`src/rtl/lcd_pkg.sv`:
```
// Shared types and constants for the HD44780 write sequencer: FSM states,
// bit positions inside the core LCD word and the power-up init ROM.
package lcd_pkg;

  typedef enum logic [2:0] {
    ST_IDLE,
    ST_PWRUP,
    ST_ILOAD,
    ST_SETUP,
    ST_PULSE,
    ST_HOLD,
    ST_EXEC
  } lcd_state_e;

  localparam int LCD_ON_BIT = 31;
  localparam int LCD_GO_BIT = 10;
  localparam int LCD_RS_BIT = 9;

  localparam int INIT_LEN = 4;
  localparam logic [7:0] INIT_ROM [INIT_LEN] = '{8'h38, 8'h0C, 8'h01, 8'h06};

  function automatic int unsigned umax(input int unsigned a, input int unsigned b);
    return (a > b) ? a : b;
  endfunction

  // Clear display (0x01) is the slow command that needs the long wait.
  function automatic logic is_clear(input logic rs, input logic [7:0] data);
    return (rs == 1'b0) && (data[7:1] == 7'd0) && (data != 8'd0);
  endfunction

endpackage

```
`src/rtl/lcd_write_sequencer.sv`:
```
// Turns one firmware write of {ON, GO, RS, DATA} into a timed HD44780 bus
// cycle, and runs the standard power-up init sequence after reset.
//
// state | meaning
// ------+---------------------------------------------------------------
// IDLE  | waiting for a GO rising edge, busy=0
// PWRUP | power-up delay after reset, all bus outputs 0
// ILOAD | zero-time step: next init ROM byte loaded on the way into SETUP
// SETUP | RS/DATA stable, EN low
// PULSE | EN high
// HOLD  | EN low, RS/DATA still held
// EXEC  | controller execution wait, then next init entry or IDLE
module lcd_write_sequencer
  import lcd_pkg::*;
#(
  parameter int unsigned SETUP_CYC = 4,
  parameter int unsigned EN_CYC    = 25,
  parameter int unsigned HOLD_CYC  = 4,
  parameter int unsigned EXEC_CYC  = 2000,
  parameter int unsigned CLEAR_CYC = 82000,
  parameter int unsigned PWRUP_CYC = 750000,
  parameter bit          INIT_EN   = 1'b1
) (
  input  logic        i_clk,
  input  logic        i_reset,
  input  logic [31:0] i_io_lcd,
  output logic        o_lcd_on,
  output logic        o_lcd_en,
  output logic        o_lcd_rs,
  output logic        o_lcd_rw,
  output logic [7:0]  o_lcd_data,
  output logic        o_busy,
  output logic        o_overrun
);

  localparam int unsigned MAX_CYC = umax(umax(umax(SETUP_CYC, EN_CYC), umax(HOLD_CYC, EXEC_CYC)),
                                         umax(CLEAR_CYC, PWRUP_CYC));
  localparam int TW = $clog2(MAX_CYC + 1);

  lcd_state_e     state, nxt;
  logic [TW-1:0]  tmr, tmr_load;
  logic           tmr_done;
  logic           go_prev, go_edge;
  logic [2:0]     init_idx;
  logic           ld_user, ld_rom;
  logic [7:0]     rom_byte;
  logic           unused_bits;

  assign unused_bits = ^{i_io_lcd[30:11], i_io_lcd[8]};

  assign go_edge  = i_io_lcd[LCD_GO_BIT] & ~go_prev;
  assign tmr_done = (tmr == TW'(1));
  assign rom_byte = INIT_ROM[init_idx[1:0]];
  assign o_lcd_rw = 1'b0;

  always_comb begin
    nxt     = state;
    ld_user = 1'b0;
    ld_rom  = 1'b0;
    case (state)
      ST_IDLE:  if (go_edge) begin
                  nxt     = ST_SETUP;
                  ld_user = 1'b1;
                end
      ST_PWRUP: if (tmr_done) nxt = ST_ILOAD;
      ST_SETUP: if (tmr_done) nxt = ST_PULSE;
      ST_PULSE: if (tmr_done) nxt = ST_HOLD;
      ST_HOLD:  if (tmr_done) nxt = ST_EXEC;
      ST_EXEC:  if (tmr_done) nxt = (init_idx < 3'(INIT_LEN)) ? ST_ILOAD : ST_IDLE;
      default:  nxt = ST_IDLE;
    endcase
    // ILOAD takes no cycle of its own: the ROM byte rides the entry into SETUP.
    if (nxt == ST_ILOAD) begin
      nxt    = ST_SETUP;
      ld_rom = 1'b1;
    end
  end

  always_comb begin
    tmr_load = '0;
    case (nxt)
      ST_PWRUP: tmr_load = TW'(PWRUP_CYC);
      ST_SETUP: tmr_load = TW'(SETUP_CYC);
      ST_PULSE: tmr_load = TW'(EN_CYC);
      ST_HOLD:  tmr_load = TW'(HOLD_CYC);
      ST_EXEC:  tmr_load = is_clear(o_lcd_rs, o_lcd_data) ? TW'(CLEAR_CYC) : TW'(EXEC_CYC);
      default:  tmr_load = '0;
    endcase
  end

  always_ff @(posedge i_clk or posedge i_reset) begin
    if (i_reset) begin
      state      <= INIT_EN ? ST_PWRUP : ST_IDLE;
      tmr        <= INIT_EN ? TW'(PWRUP_CYC) : '0;
      init_idx   <= INIT_EN ? 3'd0 : 3'(INIT_LEN);
      go_prev    <= 1'b1;
      o_lcd_on   <= 1'b0;
      o_lcd_en   <= 1'b0;
      o_lcd_rs   <= 1'b0;
      o_lcd_data <= 8'd0;
      o_busy     <= INIT_EN;
      o_overrun  <= 1'b0;
    end else begin
      state   <= nxt;
      go_prev <= i_io_lcd[LCD_GO_BIT];
      if (nxt != state)
        tmr <= tmr_load;
      else if (tmr != '0)
        tmr <= tmr - TW'(1);
      if (ld_user) begin
        o_lcd_rs   <= i_io_lcd[LCD_RS_BIT];
        o_lcd_data <= i_io_lcd[7:0];
      end else if (ld_rom) begin
        o_lcd_rs   <= 1'b0;
        o_lcd_data <= rom_byte;
        init_idx   <= init_idx + 3'd1;
      end
      o_lcd_en <= (nxt == ST_PULSE);
      o_busy   <= (nxt != ST_IDLE);
      o_lcd_on <= i_io_lcd[LCD_ON_BIT];
      if (go_edge && (state != ST_IDLE))
        o_overrun <= 1'b1;
    end
  end

endmodule

```
`config.mk`:
```
export PLATFORM = sky130hd
export DESIGN_NAME = lcd_write_sequencer
export DESIGN_NICKNAME = d
export VERILOG_FILES = /design/src/rtl/lcd_pkg.sv /design/src/rtl/lcd_write_sequencer.sv
export SDC_FILE = /design/constraint.sdc
export NUM_CORES = 1
export LEC_CHECK = 0
export CAP_MARGIN = 20
export CORE_MARGIN = 5
export CORE_UTILIZATION = 30
export DETAILED_ROUTE_END_ITERATION = 10
export HOLD_SLACK_MARGIN = 0.15
export PLACE_DENSITY = 0.62
export SYNTH_ARGS = -nofsm -noshare
export SYNTH_HDL_FRONTEND = slang
export SYNTH_SLANG_ARGS = --single-unit
```
`constraint.sdc`:
```
create_clock -name i_clk -period 2.56 [get_ports i_clk]
set_input_delay 0.512 -clock i_clk [delete_from_list [all_inputs] [get_ports i_clk]]
set_output_delay 0.512 -clock i_clk [all_outputs]
set_load 0.02 [all_outputs]
```
==> impl_metrics.py <==
metrics = {
    "worst_setup_path": {
        "path_delay_family": "flip-flops",
        "rrSetupSlack_ps": 400,
        "critPathLaunchType": "flip-flop",
        "cp.arrival_ps": 2350,
        "reg2reg_depth": 6,
        "crit_fanout": 13,
        "cp_num_buf_inv": 1,
        "path_class": "reg -> reg",
        "r2r-end": "o_lcd_data[0]$_DFFE_PP0P_",
        "critical-path-max-stage-delay_ps": 590,
        "cp.required_ps": 2750,
        "critPathSlowestCell": "dfrtp_1",
        "crit_chain": "nand2_1, o32a_2, nor4_4, buf_4, mux2i_1, o21ai_2",
        "end_kind": "flip-flop",
        "rr_startpoint": "state[2]$_DFF_PP0_",
    },
    "floorplan": {
        "core.rowCount": 32,
        "ios": 48,
        "die_area_mm2": 0.00958,
        "core_area_mm2": 0.00761,
        "die_x_um": 97.9,
        "fp.dieH_um": 97.9,
        "initial_utilization": 0.305,
    },
    "logic_synthesis": {
        "synthArstFlopShare": 1.00,
        "syn_area_per_cell_um2": 10.1,
        "synth_ff_type": "dfrtp_1",
        "synth-seq-cells": 40,
        "synth_nets": 269,
        "synth_edf_count": 0,
        "yosysSeqAreaShare": 0.439,
        "synth.distinct_cells": 64,
        "ys_warn_count": 0,
        "syn_inst": 229,
        "syn_area_mm2": 0.00232,
    },
    "timing": {
        "max_freq_ghz": 0.462,
        "fin_setup_tns_ps": 0,
        "finalSetupViolations": 0,
        "worst_slew_pin_slew_ps": 603,
        "maxSlewViolCount": 0,
        "layout_setup_ws_ps": 396,
        "final_hold_viol_count": 0,
        "period_share": 0.845,
        "period_minus_slack_ps": 2160,
        "finalClockSkew_ps": 6.94,
        "holdWs_ps": 475,
        "relSlewSlack": 0.595,
        "rsz0062_at_grt": "false",
    },
    "routing": {
        "drtPass1Iterations": 4,
        "num_vias": 1813,
        "viasPerCell": 4.99,
        "routed_wirelength_mm": 5.03,
        "drc_errors": 0,
        "wl_per_cell_um": 13.8,
        "ant_nets": 0,
        "drt_iter0_markers": 94,
    },
    "grt": {
        "grt_overflow": 0,
        "grt_max_degree": 41,
        "antenna_found_initial": 0,
        "grt_pass1_vias": 1799,
        "grt_pass1_wl_mm": 8.75,
        "track_usage": 0.111,
    },
    "finish": {
        "nNetsFinal": 300,
        "stdcell_count": 363,
        "fillCellCount": 780,
        "diodes": 0,
        "final_util": 0.367,
        "synthToLayoutAreaGrowth_pct": 20.6,
        "multi_input_area_mm2": 0.00121,
        "drive_gt1_frac": 0.199,
        "regArea_mm2": 0.00102,
    },
    "power_and_ir_drop": {
        "vdd_drop_max_v": 0.000507,
        "power_density_mw_per_mm2": 1100,
        "leakage_nw": 1.14,
    },
    "worst_hold_path": {
        "min_from": "o_overrun$_DFFE_PP0P_",
        "worstHoldEndpoint": "o_overrun$_DFFE_PP0P_",
        "hold_path.class": "reg -> reg",
        "holdPathStages": 1,
    },
    "place": {
        "io_buffers": 25,
        "dp.cells": 355,
        "gp_congestion": 0.794,
        "hpwl_mm": 3.60,
        "pre_cts_ws_ps": 260,
    },
    "clock_network": {
        "h-tree-depth": 2,
        "cts_tree": "built",
        "clockBufferDepth": 2,
        "numCtsBuffers": 5,
        "numClockSinks": 40,
        "insertion_delay_ps": 290,
        "cts_hold_buf": 0,
        "postCtsSetupBuffers": 0,
        "root_buffer": "clkbuf_8",
        "cts_resized": 0,
        "path_clk_slew_ps": 80,
    },
    "outcome": {
        "outcome": "finished, final reports clean",
    },
    "job": {
        "cap_violations": 0,
    },
}
how the worst max path moves through the flow:
stage | start | endpoint | slack [ps] | cells after the start
floorplan | state[0]$_DFF_PP1_ | o_lcd_data[0]$_DFFE_PP0P_ | 590 | 7
global placement | i_io_lcd[10] | tmr[10]$_DFFE_PP0P_ | 280 | 6
detailed placement | i_io_lcd[10] | tmr[9]$_DFFE_PP0P_ | 260 | 6
CTS | tmr[13]$_DFFE_PP1P_ | o_lcd_data[0]$_DFFE_PP0P_ | 380 | 6
global route | tmr[1]$_DFFE_PP0P_ | tmr[7]$_DFFE_PP1P_ | 240 | 7
finish | state[2]$_DFF_PP0_ | o_lcd_data[0]$_DFFE_PP0P_ | 400 | 6
sequential cells by signal (all words and copies together), names as in the netlist:
signal / count
go_prev: 1
init_idx: 3
o_busy: 1
o_lcd_data: 8
o_lcd_en: 1
o_lcd_on: 1
o_lcd_rs: 1
o_overrun: 1
state: 3
tmr: 20
stage by stage:
stage,area [um^2],power [mW]
2_1_floorplan,2320,2.20
3_3_place_gp,2700,2.61
3_5_place_dp,2700,2.64
4_1_cts,2800,3.10
5_1_grt,2800,3.32
6_report,2800,3.08
cells by family (layout without fill, tap and decap cells):
logic type / count (synthesis) / after routing / share of synthesized area
flip-flops: 40 / 40 / 0.439
other: 1 / 1 / 0.00162
AND/OR/NAND/NOR: 92 / 92 / 0.248
multiplexers: 1 / 1 / 0.00432
adder cells (fa/ha/maj): 6 / 6 / 0.0324
buffers and inverters: 17 / 49 / 0.0394
AO/OA/AOI/OAI: 54 / 54 / 0.167
XOR/XNOR: 18 / 18 / 0.0680
cells in the mapped netlist (all sizes together) (2+ instances only):
library cell / instances / area (um^2)
dfrtp: 27 / 676
nor2: 23 / 91.3
nand2: 20 / 75.1
o21ai: 14 / 73.8
dfstp: 13 / 342
a21oi: 12 / 60.1
xnor2: 11 / 96.3
nor4: 9 / 108
nand3: 8 / 40.0
buf: 7 / 43.8
xor2: 7 / 61.3
ha: 6 / 75.1
inv: 6 / 22.5
a21o: 4 / 30.0
and2: 4 / 28.8
clkbuf: 4 / 25.0
nor3: 4 / 31.3
a221o: 3 / 30.0
nand2b: 3 / 18.8
o31ai: 3 / 36.3
or3: 3 / 20.0
or4: 3 / 22.5
a211oi: 2 / 15.0
a22o: 2 / 20.0
a311oi: 2 / 17.5
and4b: 2 / 21.3
nand3b: 2 / 15.0
nand4: 2 / 12.5
nand4b: 2 / 32.5
nor2b: 2 / 12.5
nor4b: 2 / 17.5
metal layers:
metal,share of wire,track usage
met5,0,0
met4,0.013,0.0373
met3,0.049,0.0286
met2,0.45,0.173
met1,0.48,0.149
area by class of cell:
cell class / instances / area share
clock buffers: 7 / 0.0309
inverters: 6 / 0.00806
well taps: 102 / 0.0457
multi-input cells: 172 / 0.432
clock inverters: 1 / 0.00269
flip-flops and latches: 40 / 0.364
repair buffers: 35 / 0.116
layout by cell type, fill, tap and decap left out, types with 3 or more instances in the layout:
cell and n:
a221o_1 3, dfstp_2 13, a21o_1 4, nor4_1 5
buf_4 10, or4_1 3, a21oi_1 12, ha_1 6
clkbuf_8 6, inv_1 6, clkdlybuf4s50_1 25, dfrtp_1 27
nor4_4 3, nor3_1 3, nor2_1 21, o21ai_0 12
nand2_1 20, nand3_1 8, nand2b_1 3, xnor2_1 11
xor2_1 7
where the power goes:
group | switching (mW) | leakage, nW | internal, mW | total (mW)
clock network | 0.224 | 0.0445 | 0.219 | 0.444
logic | 0.781 | 0.621 | 0.672 | 1.45
registers | 0.271 | 0.478 | 0.917 | 1.19
No activity file was read; power rests on OpenSTA's default activity.
